**src/rtl/ltl_mon_pkg.sv**
```systemverilog
// Shared constants for the LTL monitor report path.
// Provides default widths for the report collector and the helper that sizes
// FIFO occupancy counters (enough bits to hold the value DEPTH itself).
package ltl_mon_pkg;

  localparam int unsigned NUM_REPORTS_DEF = 4;
  localparam int unsigned IDX_W_DEF       = 16;
  localparam int unsigned DROP_W_DEF      = 8;
  localparam int unsigned DEPTH_DEF       = 8;

  function automatic int unsigned occ_w(input int unsigned depth);
    return $clog2(depth + 1);
  endfunction

endpackage

```
**src/rtl/ltl_report_fifo.sv**
```systemverilog
// Synchronous first-word-fall-through FIFO.
// Ports:
//   clk_i, reset_i  clock, synchronous active-high reset
//   flush_i         synchronous pointer flush
//   push_i, din_i   write request and data; ignored when full unless popping
//   pop_i           consume head; ignored when empty
//   dout_o          head entry, zero while empty
//   full_o, empty_o, count_o  occupancy status
module ltl_report_fifo
  import ltl_mon_pkg::*;
#(
  parameter int unsigned WIDTH = 20,
  parameter int unsigned DEPTH = DEPTH_DEF
) (
  input  logic                      clk_i,
  input  logic                      reset_i,
  input  logic                      flush_i,
  input  logic                      push_i,
  input  logic [WIDTH-1:0]          din_i,
  input  logic                      pop_i,
  output logic [WIDTH-1:0]          dout_o,
  output logic                      full_o,
  output logic                      empty_o,
  output logic [occ_w(DEPTH)-1:0]   count_o
);

  localparam int unsigned CW = occ_w(DEPTH);
  localparam int unsigned AW = CW - 1;

  // Pointers carry one extra wrap bit so full and empty are distinguishable.
  logic [CW-1:0]    wr_q, rd_q;
  logic [WIDTH-1:0] mem_q [DEPTH];
  logic             do_push, do_pop;

  assign empty_o = (wr_q == rd_q);
  assign full_o  = (wr_q[AW] != rd_q[AW]) && (wr_q[AW-1:0] == rd_q[AW-1:0]);
  assign count_o = wr_q - rd_q;
  assign dout_o  = empty_o ? '0 : mem_q[rd_q[AW-1:0]];

  assign do_pop  = pop_i & ~empty_o;
  // A full FIFO still accepts a write when the head leaves in the same cycle.
  assign do_push = push_i & (~full_o | do_pop);

  always_ff @(posedge clk_i) begin
    if (reset_i || flush_i) begin
      wr_q <= '0;
      rd_q <= '0;
    end else begin
      if (do_push) wr_q <= wr_q + 1'b1;
      if (do_pop)  rd_q <= rd_q + 1'b1;
    end
  end

  always_ff @(posedge clk_i) begin
    if (!reset_i && !flush_i && do_push) mem_q[wr_q[AW-1:0]] <= din_i;
  end

endmodule

```
**src/rtl/ltl_report_collector.sv**
```systemverilog
// Collects report-state outputs of an LTL monitor automaton.
// Each symbol cycle with a report is tagged with its 0-based symbol index and
// buffered in an FWFT FIFO that drains over a valid/ready handshake. Sticky
// overflow, saturating drop count and any-hit status feed the CSR block.
// Ports:
//   clk, reset            clock, synchronous active-high reset
//   run                   automaton consumed a symbol this cycle
//   clear                 synchronous soft clear of FIFO, index and status
//   report_in             automaton report outputs, cluster order
//   out_valid/out_ready   head handshake; out_reports/out_index head record
//   count                 FIFO occupancy
//   overflow, drop_count, any_hit  status
module ltl_report_collector
  import ltl_mon_pkg::*;
#(
  parameter int unsigned NUM_REPORTS = NUM_REPORTS_DEF,
  parameter int unsigned IDX_W       = IDX_W_DEF,
  parameter int unsigned DEPTH       = DEPTH_DEF,
  parameter int unsigned DROP_W      = DROP_W_DEF
) (
  input  logic                     clk,
  input  logic                     reset,
  input  logic                     run,
  input  logic                     clear,
  input  logic [NUM_REPORTS-1:0]   report_in,
  output logic                     out_valid,
  input  logic                     out_ready,
  output logic [NUM_REPORTS-1:0]   out_reports,
  output logic [IDX_W-1:0]         out_index,
  output logic [occ_w(DEPTH)-1:0]  count,
  output logic                     overflow,
  output logic [DROP_W-1:0]        drop_count,
  output logic                     any_hit
);

  localparam int unsigned REC_W = NUM_REPORTS + IDX_W;

  // run_q marks the cycle in which report_in reflects the previous symbol.
  logic              run_q;
  logic [IDX_W-1:0]  sym_idx_q, sym_idx_d;
  logic              overflow_q, overflow_d;
  logic [DROP_W-1:0] drop_q, drop_d;
  logic              any_hit_q, any_hit_d;

  logic              hit, pop, drop, full, empty;
  logic [REC_W-1:0]  head;

  assign hit  = run_q & (|report_in);
  assign pop  = out_valid & out_ready;
  assign drop = hit & full & ~pop;

  always_comb begin
    sym_idx_d  = sym_idx_q + IDX_W'(run_q);
    any_hit_d  = any_hit_q | hit;
    overflow_d = overflow_q | drop;
    drop_d     = drop_q;
    if (drop && (drop_q != '1)) drop_d = drop_q + 1'b1;
  end

  always_ff @(posedge clk) begin
    if (reset || clear) begin
      run_q      <= 1'b0;
      sym_idx_q  <= '0;
      overflow_q <= 1'b0;
      drop_q     <= '0;
      any_hit_q  <= 1'b0;
    end else begin
      run_q      <= run;
      sym_idx_q  <= sym_idx_d;
      overflow_q <= overflow_d;
      drop_q     <= drop_d;
      any_hit_q  <= any_hit_d;
    end
  end

  ltl_report_fifo #(
    .WIDTH (REC_W),
    .DEPTH (DEPTH)
  ) u_fifo (
    .clk_i   (clk),
    .reset_i (reset),
    .flush_i (clear),
    .push_i  (hit),
    .din_i   ({report_in, sym_idx_q}),
    .pop_i   (pop),
    .dout_o  (head),
    .full_o  (full),
    .empty_o (empty),
    .count_o (count)
  );

  assign out_valid                = ~empty;
  assign {out_reports, out_index} = head;
  assign overflow                 = overflow_q;
  assign drop_count               = drop_q;
  assign any_hit                  = any_hit_q;

endmodule

```
**config.mk**
```make
export PLATFORM = sky130hd
export DESIGN_NAME = ltl_report_collector
export DESIGN_NICKNAME = d
export VERILOG_FILES = /design/src/rtl/ltl_mon_pkg.sv /design/src/rtl/ltl_report_fifo.sv /design/src/rtl/ltl_report_collector.sv
export SDC_FILE = /design/constraint.sdc
export NUM_CORES = 1
export LEC_CHECK = 0
export CAP_MARGIN = 15
export CELL_PAD_IN_SITES_DETAIL_PLACEMENT = 0
export CELL_PAD_IN_SITES_GLOBAL_PLACEMENT = 2
export CORE_ASPECT_RATIO = 0.6
export CORE_MARGIN = 4
export CORE_UTILIZATION = 44
export CTS_BUF_LIST = sky130_fd_sc_hd__clkbuf_4 sky130_fd_sc_hd__clkbuf_8 sky130_fd_sc_hd__clkbuf_16
export CTS_CLUSTER_DIAMETER = 80
export DETAILED_ROUTE_END_ITERATION = 7
export PLACE_DENSITY = 0.89
export SETUP_SLACK_MARGIN = 0.05
export SLEW_MARGIN = 0
export SYNTH_ARGS = -nofsm -noshare
export SYNTH_HDL_FRONTEND = slang
export SYNTH_HIERARCHICAL = 1
export SYNTH_SLANG_ARGS = --single-unit
```
**constraint.sdc**
```tcl
create_clock -name clk -period 4.7 [get_ports clk]
set_input_delay 1.41 -clock clk [delete_from_list [all_inputs] [get_ports clk]]
set_output_delay 1.41 -clock clk [all_outputs]
set_load 0.01 [all_outputs]
```
==> out/results.txt, run 1 <==
Layout cells sized above 1 = 22.4%
Skew-Pair Late Insertion Delay = 0.43 ns
Reg2reg setup slack = 1.28 ns
Worst-path cell chain = inv_1 > ha_1 > nand3_1 > nor2_2 > or2_4 > o22ai_2 > clkdlybuf4s50_1
Layout area overhead = 17.2%
Vias per inst = 5.38
Synth area leader = edfxtp_1
Clock Tree Root = clkbuf_16
Initial antenna violation count = 0
Htree depth = 4
Post-synth EDFFs = 160
Async S/R FF share, synth = 0%
Critical path's slowest cell = clkdlybuf4s50_1
R2R cell count = 9
Design area = 9440 sq um
Synth warn = 6
Post-Synthesis Cells = 490
Commonest non-fill, non-tap cells in the layout = 160 x edfxtp_1, 55 x inv_1, 43 x clkdlybuf4s50_1, 40 x mux4_2, 37 x dfxtp_1
Worst reg2reg startpoint = u_fifo/rd_q[1]$_SDFFE_PP0P_
GR Overflow Total = 0
Post-Syn Area = 8060 sq um
RSZ-0062 raised after global routing = false
Crit Path Max Fanout = 20
Seq/Total Area, Yosys = 69.1%
WL per Instance = 19.8 um
Max IR drop VDD = 0.206 mV
Critical Path Source Type = flip-flop
Syn Nets = 508
Top FF cell, synth = edfxtp_1
Placed inst area = 8800 sq um
CP arrival = 2.94 ns
Die Wd = 183 um
Synth unique cells = 46
Max-slew violations = 0
CTS Buffer Depth = 2
Setup TNS = 0 ns
Total GRT Usage = 16.0%
PD cells = 357 nW/um^2
Die H = 113 um
Clock slew at reported path FFs = 0.08 ns
Core area = 18,000 sq um
Post-CTS setup buffers = 0
Met1 Wirelength = 7720 um
I/O Buffers = 43
WP data required = 3.29 ns
Final hold vios = 0
Static Leak = 3.01 nW
Tmin final = 4.35 ns
Multi-input gate area = 2210 sq um
Setup violators final = 0
Row Count = 38
Setup crit end kind = primary output
CP top delay family = simple AND/OR/NAND/NOR gates
Num CTS Buffers = 17
Max stage delay on crit path = 0.52 ns
Vias = 4,301
Clock sinks = 198
Length of routed met2 wiring = 7070 um
Post-synth top area share = 59.6%
Die area = 20,600 sq um
Synth top area cells = edfxtp_1 60%, mux4_2 11%, dfxtp_1 9.4%
Nets = 563
CTS tree = yes
Origin of the worst setup path = u_fifo/rd_q[1]$_SDFFE_PP0P_
Hold_buf cts = 0
Mean post-synth cell area = 16.4 sq um
Seq. cell area = 5570 sq um
Post_cts resized = 0
GP Congestion = 0.830
Final WL = 15,900 um
Commonest non-fill, non-tap cell in the layout = edfxtp_1
CP Buf/Inv Count = 2
Hold WC Path Type = reg2reg
Vias in the first global route = 4,275
Highest metal used = met4
Worst path depth = 7
Final HPWL DP = 9960 um
Detail Route met3 WL = 919 um
Rel. slew slack = 45.3%
CP endpoint = out_index[14]
Drt drc = 0
DRT iter0 DRCs = 350
Setup CP Type = reg2out
Run status = finished clean
Initial Util = 44.7%
Final Cycle Share = 92.5%
Pin count of the biggest net entering global routing = 41
Crit Reg-Reg Endpoint = u_fifo/mem_q[3][18]$_DFFE_PP_
Reported max-cap violation count = 0
Detail Route Antenna Nets = 0
Slew @ Worst Pin = 0.808 ns
Fillers = 1,441
TritonRoute pass-1 iters = 5
Final clock skew = 0.0141 ns
Hold depth = 2
First-pass GRT wire length = 25,000 um
# IOs = 44
Fmax achieved = 230 MHz
Yosys reg bits = 198
-- registers in the layout (all words and copies together), names as in the netlist, named ones only --
register,flops
u_fifo/wr_q,4
sym_idx_q,16
u_fifo/rd_q,4
drop_count,8
run_q,1
any_hit,1
u_fifo/mem_q,160
overflow,1
-- kinds of logic after synthesis --
logic type	synth area share [%]
multiplexers	11.3
flip-flops	69.1
AO/OA/AOI/OAI	5.85
XOR/XNOR	2.38
buffers and inverters	3.82
adder cells (fa/ha/maj)	1.49
AND/OR/NAND/NOR	6.10
-- worst reg2reg max path, stage by stage (launching register included) --
cell      delay (ns)
dfxtp_1         0.47
inv_1           0.07
ha_1            0.30
nand3_1         0.30
nor2_2          0.24
nand2b_1        0.20
inv_1           0.15
o311ai_1        0.75
nor2_2          0.36
buf_4           0.31
-- per-layer routing --
layer | global-route usage [%] | up-vias
met1 | 24.7 | 2192
met4 | 3.45 | 0
met5 | 0 | -
met2 | 23.4 | 121
li1 | - | 1975
met3 | 3.92 | 13
-- worst min-delay path by stage --
| stage | start | endpoint | slack (ns) |
|---|---|---|---|
| detailed placement | overflow$_SDFF_PP0_ | overflow$_SDFF_PP0_ | 0.47 |
| global placement | overflow$_SDFF_PP0_ | overflow$_SDFF_PP0_ | 0.46 |
| floorplan | overflow$_SDFF_PP0_ | overflow$_SDFF_PP0_ | 0.50 |
| CTS | overflow$_SDFF_PP0_ | overflow$_SDFF_PP0_ | 0.50 |
| global route | overflow$_SDFF_PP0_ | overflow$_SDFF_PP0_ | 0.53 |
| finish | overflow$_SDFF_PP0_ | overflow$_SDFF_PP0_ | 0.49 |
-- report_power, final --
group,internal (mW),switching (mW),total (mW)
clock,0.766,0.683,1.45
sequential,1.87,0.00171,1.88
combinational,0.0185,0.0260,0.0445
-- through the flow --
step | worst slack, ns | hold WS (ns) | total power [mW] | instances | utilization (%)
after floorplan | 0.985 | 0.505 | 1.94 | 490 | -
after global placement | 0.787 | 0.461 | 1.96 | 764 | 48.8
after detailed placement | 0.667 | 0.474 | 1.96 | 764 | 48.8
after CTS | 0.338 | 0.499 | 3.39 | 796 | 52.2
after global routing | 0.175 | 0.530 | 3.47 | 798 | 52.4
final | 0.351 | 0.491 | 3.37 | 799 | 52.4
-- cell usage after synthesis (5+ instances only) --
| library cell | number |
|---|---|
| edfxtp_1 | 160 |
| inv_1 | 55 |
| mux4_2 | 40 |
| dfxtp_1 | 38 |
| nor2_1 | 35 |
| o22ai_2 | 20 |
| xnor2_1 | 14 |
| nand3_1 | 12 |
| a21oi_1 | 11 |
| o21ai_0 | 10 |
| clkbuf_1 | 9 |
| ha_1 | 8 |
| nand2_1 | 8 |
| nor3_1 | 8 |
| nand4_1 | 6 |
| xor2_1 | 6 |
| or3_1 | 5 |
-- cell type report --
class                   count  share of cell area (%)
flip-flops and latches    198                    58.9
multi-input cells         219                    23.4
repair buffers             54                    5.86
inverters                  55                    2.19
clock inverters            14                    1.78
clock buffers              18                    4.58
diodes                      1                  0.0265
well taps                 240                    3.18
No activity file was read; power rests on OpenSTA's default activity.
==> inputs of run 2 (changes only) <==
--- a/config.mk
+++ b/config.mk
@@ -16,6 +16,7 @@
 export DETAILED_ROUTE_END_ITERATION = 7
 export PLACE_DENSITY = 0.89
 export SETUP_SLACK_MARGIN = 0.05
+export SKIP_LAST_GASP = 1
 export SLEW_MARGIN = 0
 export SYNTH_ARGS = -nofsm -noshare
 export SYNTH_HDL_FRONTEND = slang
==> results of run 2 <==
Final layout, timing and power as in run 1 (identical DEF).
==> inputs of run 3 (changes only) <==
--- a/config.mk
+++ b/config.mk
@@ -9,12 +9,12 @@
 export CELL_PAD_IN_SITES_DETAIL_PLACEMENT = 0
 export CELL_PAD_IN_SITES_GLOBAL_PLACEMENT = 2
 export CORE_ASPECT_RATIO = 0.6
-export CORE_MARGIN = 4
 export CORE_UTILIZATION = 44
 export CTS_BUF_LIST = sky130_fd_sc_hd__clkbuf_4 sky130_fd_sc_hd__clkbuf_8 sky130_fd_sc_hd__clkbuf_16
 export CTS_CLUSTER_DIAMETER = 80
 export DETAILED_ROUTE_END_ITERATION = 7
 export PLACE_DENSITY = 0.89
+export RECOVER_POWER = 100
 export SETUP_SLACK_MARGIN = 0.05
 export SKIP_LAST_GASP = 1
 export SLEW_MARGIN = 0
==> run 3 against run 2 <==
Compared with the run above: the run now ends with capacitance limit, slew limit left; critical endpoint is now out_reports[0]; utilization increased by 0.98 points; largest cell class unchanged; fmax shrank 2.7%; hold slack got worse by 0.018 ns; register-to-register slack worse by 0.50 ns; global-route usage is 2.3 points higher; clock power about the same; count of clock-buffer cells in the layout is 1 lower; design area down 0.81%.
==> out/results.txt, run 3 (synthesized netlist as in run 1, its figures left out) <==
Final Non-Filler Cells = 792
Clock sinks = 198
Final hold vios = 0
WP data required = 3.29 ns
Detail Route Antenna Nets = 0
Reported max-cap violation count = 4
Layout area overhead = 16.2%
Setup crit end kind = primary output
GR Overflow Total = 0
Initial Util = 45.9%
Dpl cells = 760
Setup TNS = 0 ns
Seq. cell area = 5570 sq um
# IOs = 44
CP Buf/Inv Count = 2
Hold WC Path Type = reg2reg
Final clock skew = 0.0145 ns
PD cells = 360 nW/um^2
First-pass GRT wire length = 25,200 um
Max stage delay on crit path = 0.62 ns
Commonest non-fill, non-tap cells in the layout = 160 x edfxtp_1, 55 x inv_1, 40 x mux4_2, 37 x dfxtp_1, 32 x nor2_1
Clock slew at reported path FFs = 0.07 ns
TritonRoute pass-1 iters = 5
Max IR drop VDD = 0.239 mV
ANT cells = 0
Core area = 17,500 sq um
Worst-path cell chain = inv_1 > ha_1 > nand3_1 > nor2_1 > or2_4 > o22ai_2 > dlygate4sd3_1
Tmin final = 4.47 ns
Slew @ Worst Pin = 1.62 ns
Fmax achieved = 224 MHz
Nets = 563
CTS tree = yes
Final Cycle Share = 95.1%
Pre-CTS setup slack = 0.719 ns
WL per Instance = 20.3 um
Vias = 4,358
Layout cells sized above 1 = 19.7%
Pin count of the biggest net entering global routing = 41
Slack of the critical path = 0.231 ns
Run status = finished with violations
Max-slew violations = 88
Failing checks = capacitance limit, slew limit
Multi-input gate area = 2180 sq um
Initial antenna violation count = 0
Skew-Pair Late Insertion Delay = 0.43 ns
Number of flip-flops in the largest register = 160
Post-CTS setup buffers = 0
RSZ-0062 raised after global routing = false
Drt drc = 0
Commonest non-fill, non-tap cell in the layout = edfxtp_1
Rel. slew slack = -8.23%
Num CTS Buffers = 17
DRT iter0 DRCs = 344
Vias in the first global route = 4,350
Static Leak = 3.07 nW
GP Congestion = 0.794
Final HPWL DP = 9760 um
Setup CP Type = reg2out
Clock Tree Root = clkbuf_16
Hold_buf cts = 0
Setup violators final = 0
Die Wd = 177 um
Critical Path Source Type = flip-flop
CTS Buffer Depth = 2
Post_cts resized = 0
Total GRT Usage = 18.3%
Row Count = 37
Final WL = 16,100 um
Crit Path Max Fanout = 20
Die H = 107 um
CP top delay family = simple AND/OR/NAND/NOR gates
Die area = 18,900 sq um
I/O Buffers = 43
Fillers = 1,396
Vias per inst = 5.50
CP arrival = 3.06 ns
Critical path's slowest cell = dlygate4sd3_1
Htree depth = 4
## run 3: changes by cell type in the layout (fill, tap and decap cells not counted), sizes merged, moves of 2 or more
cell / change
dlygate4sd3: +31
clkinvlp: -2
clkbuf: +7
buf: -8
clkinv: +3
clkdlybuf4s50: -31
## run 3: final timing paths
kind / startpoint / to / slack [ns] / cells past startpoint
setup / recovery: u_fifo/rd_q[1]$_SDFFE_PP0P_ / out_reports[0] / 0.23 / 7
hold / removal: overflow$_SDFF_PP0_ / overflow$_SDFF_PP0_ / 0.47 / 2
setup reg to reg: u_fifo/wr_q[0]$_SDFFE_PP0P_ / u_fifo/mem_q[5][13]$_DFFE_PP_ / 0.78 / 9
hold reg to reg: overflow$_SDFF_PP0_ / overflow$_SDFF_PP0_ / 0.47 / 2
## run 3: report_power, final
group | total, mW | switching [mW] | leakage (nW) | internal (mW)
registers | 1.87 | 0.00152 | 1.70 | 1.87
clock network | 1.45 | 0.722 | 0.300 | 0.731
logic | 0.0428 | 0.0265 | 1.07 | 0.0163
## run 3: metrics by stage
step / instance area, sq um / total power, mW / utilization, % / hold WS (ns)
floorplan: 8060 / 1.94 / - / 0.505
global placement: 8810 / 1.96 / 50.2 / 0.462
detailed placement: 8810 / 1.96 / 50.2 / 0.468
CTS: 9430 / 3.40 / 53.7 / 0.490
global route: 9370 / 3.48 / 53.4 / 0.519
finish: 9370 / 3.37 / 53.4 / 0.473
## run 3: layout make-up
cell class,instances,share of cell area [%]
clock buffers,17,4.54
clock inverters,15,2.07
repair buffers,54,5.32
flip-flops and latches,198,59.4
inverters,55,2.20
multi-input cells,219,23.3
well taps,234,3.13
## run 3: worst register-to-register path: cells and delay by family, from the launching register on
kind | cells | cell delay (ns)
AO/OA/AOI/OAI | 1 | 0.25
adder cells (fa/ha/maj) | 1 | 0.35
AND/OR/NAND/NOR | 4 | 1.77
flip-flops | 1 | 0.39
buffers and inverters | 3 | 0.83
## run 3: per-layer routing
metal  global-route usage, %  wire length [um]  vias up
li1                        -                 -     1981
met1                    27.4              7760     2233
met2                    27.1              7270      134
met3                    4.54               969       10
met4                    3.69                99        0
met5                       0                 0        -
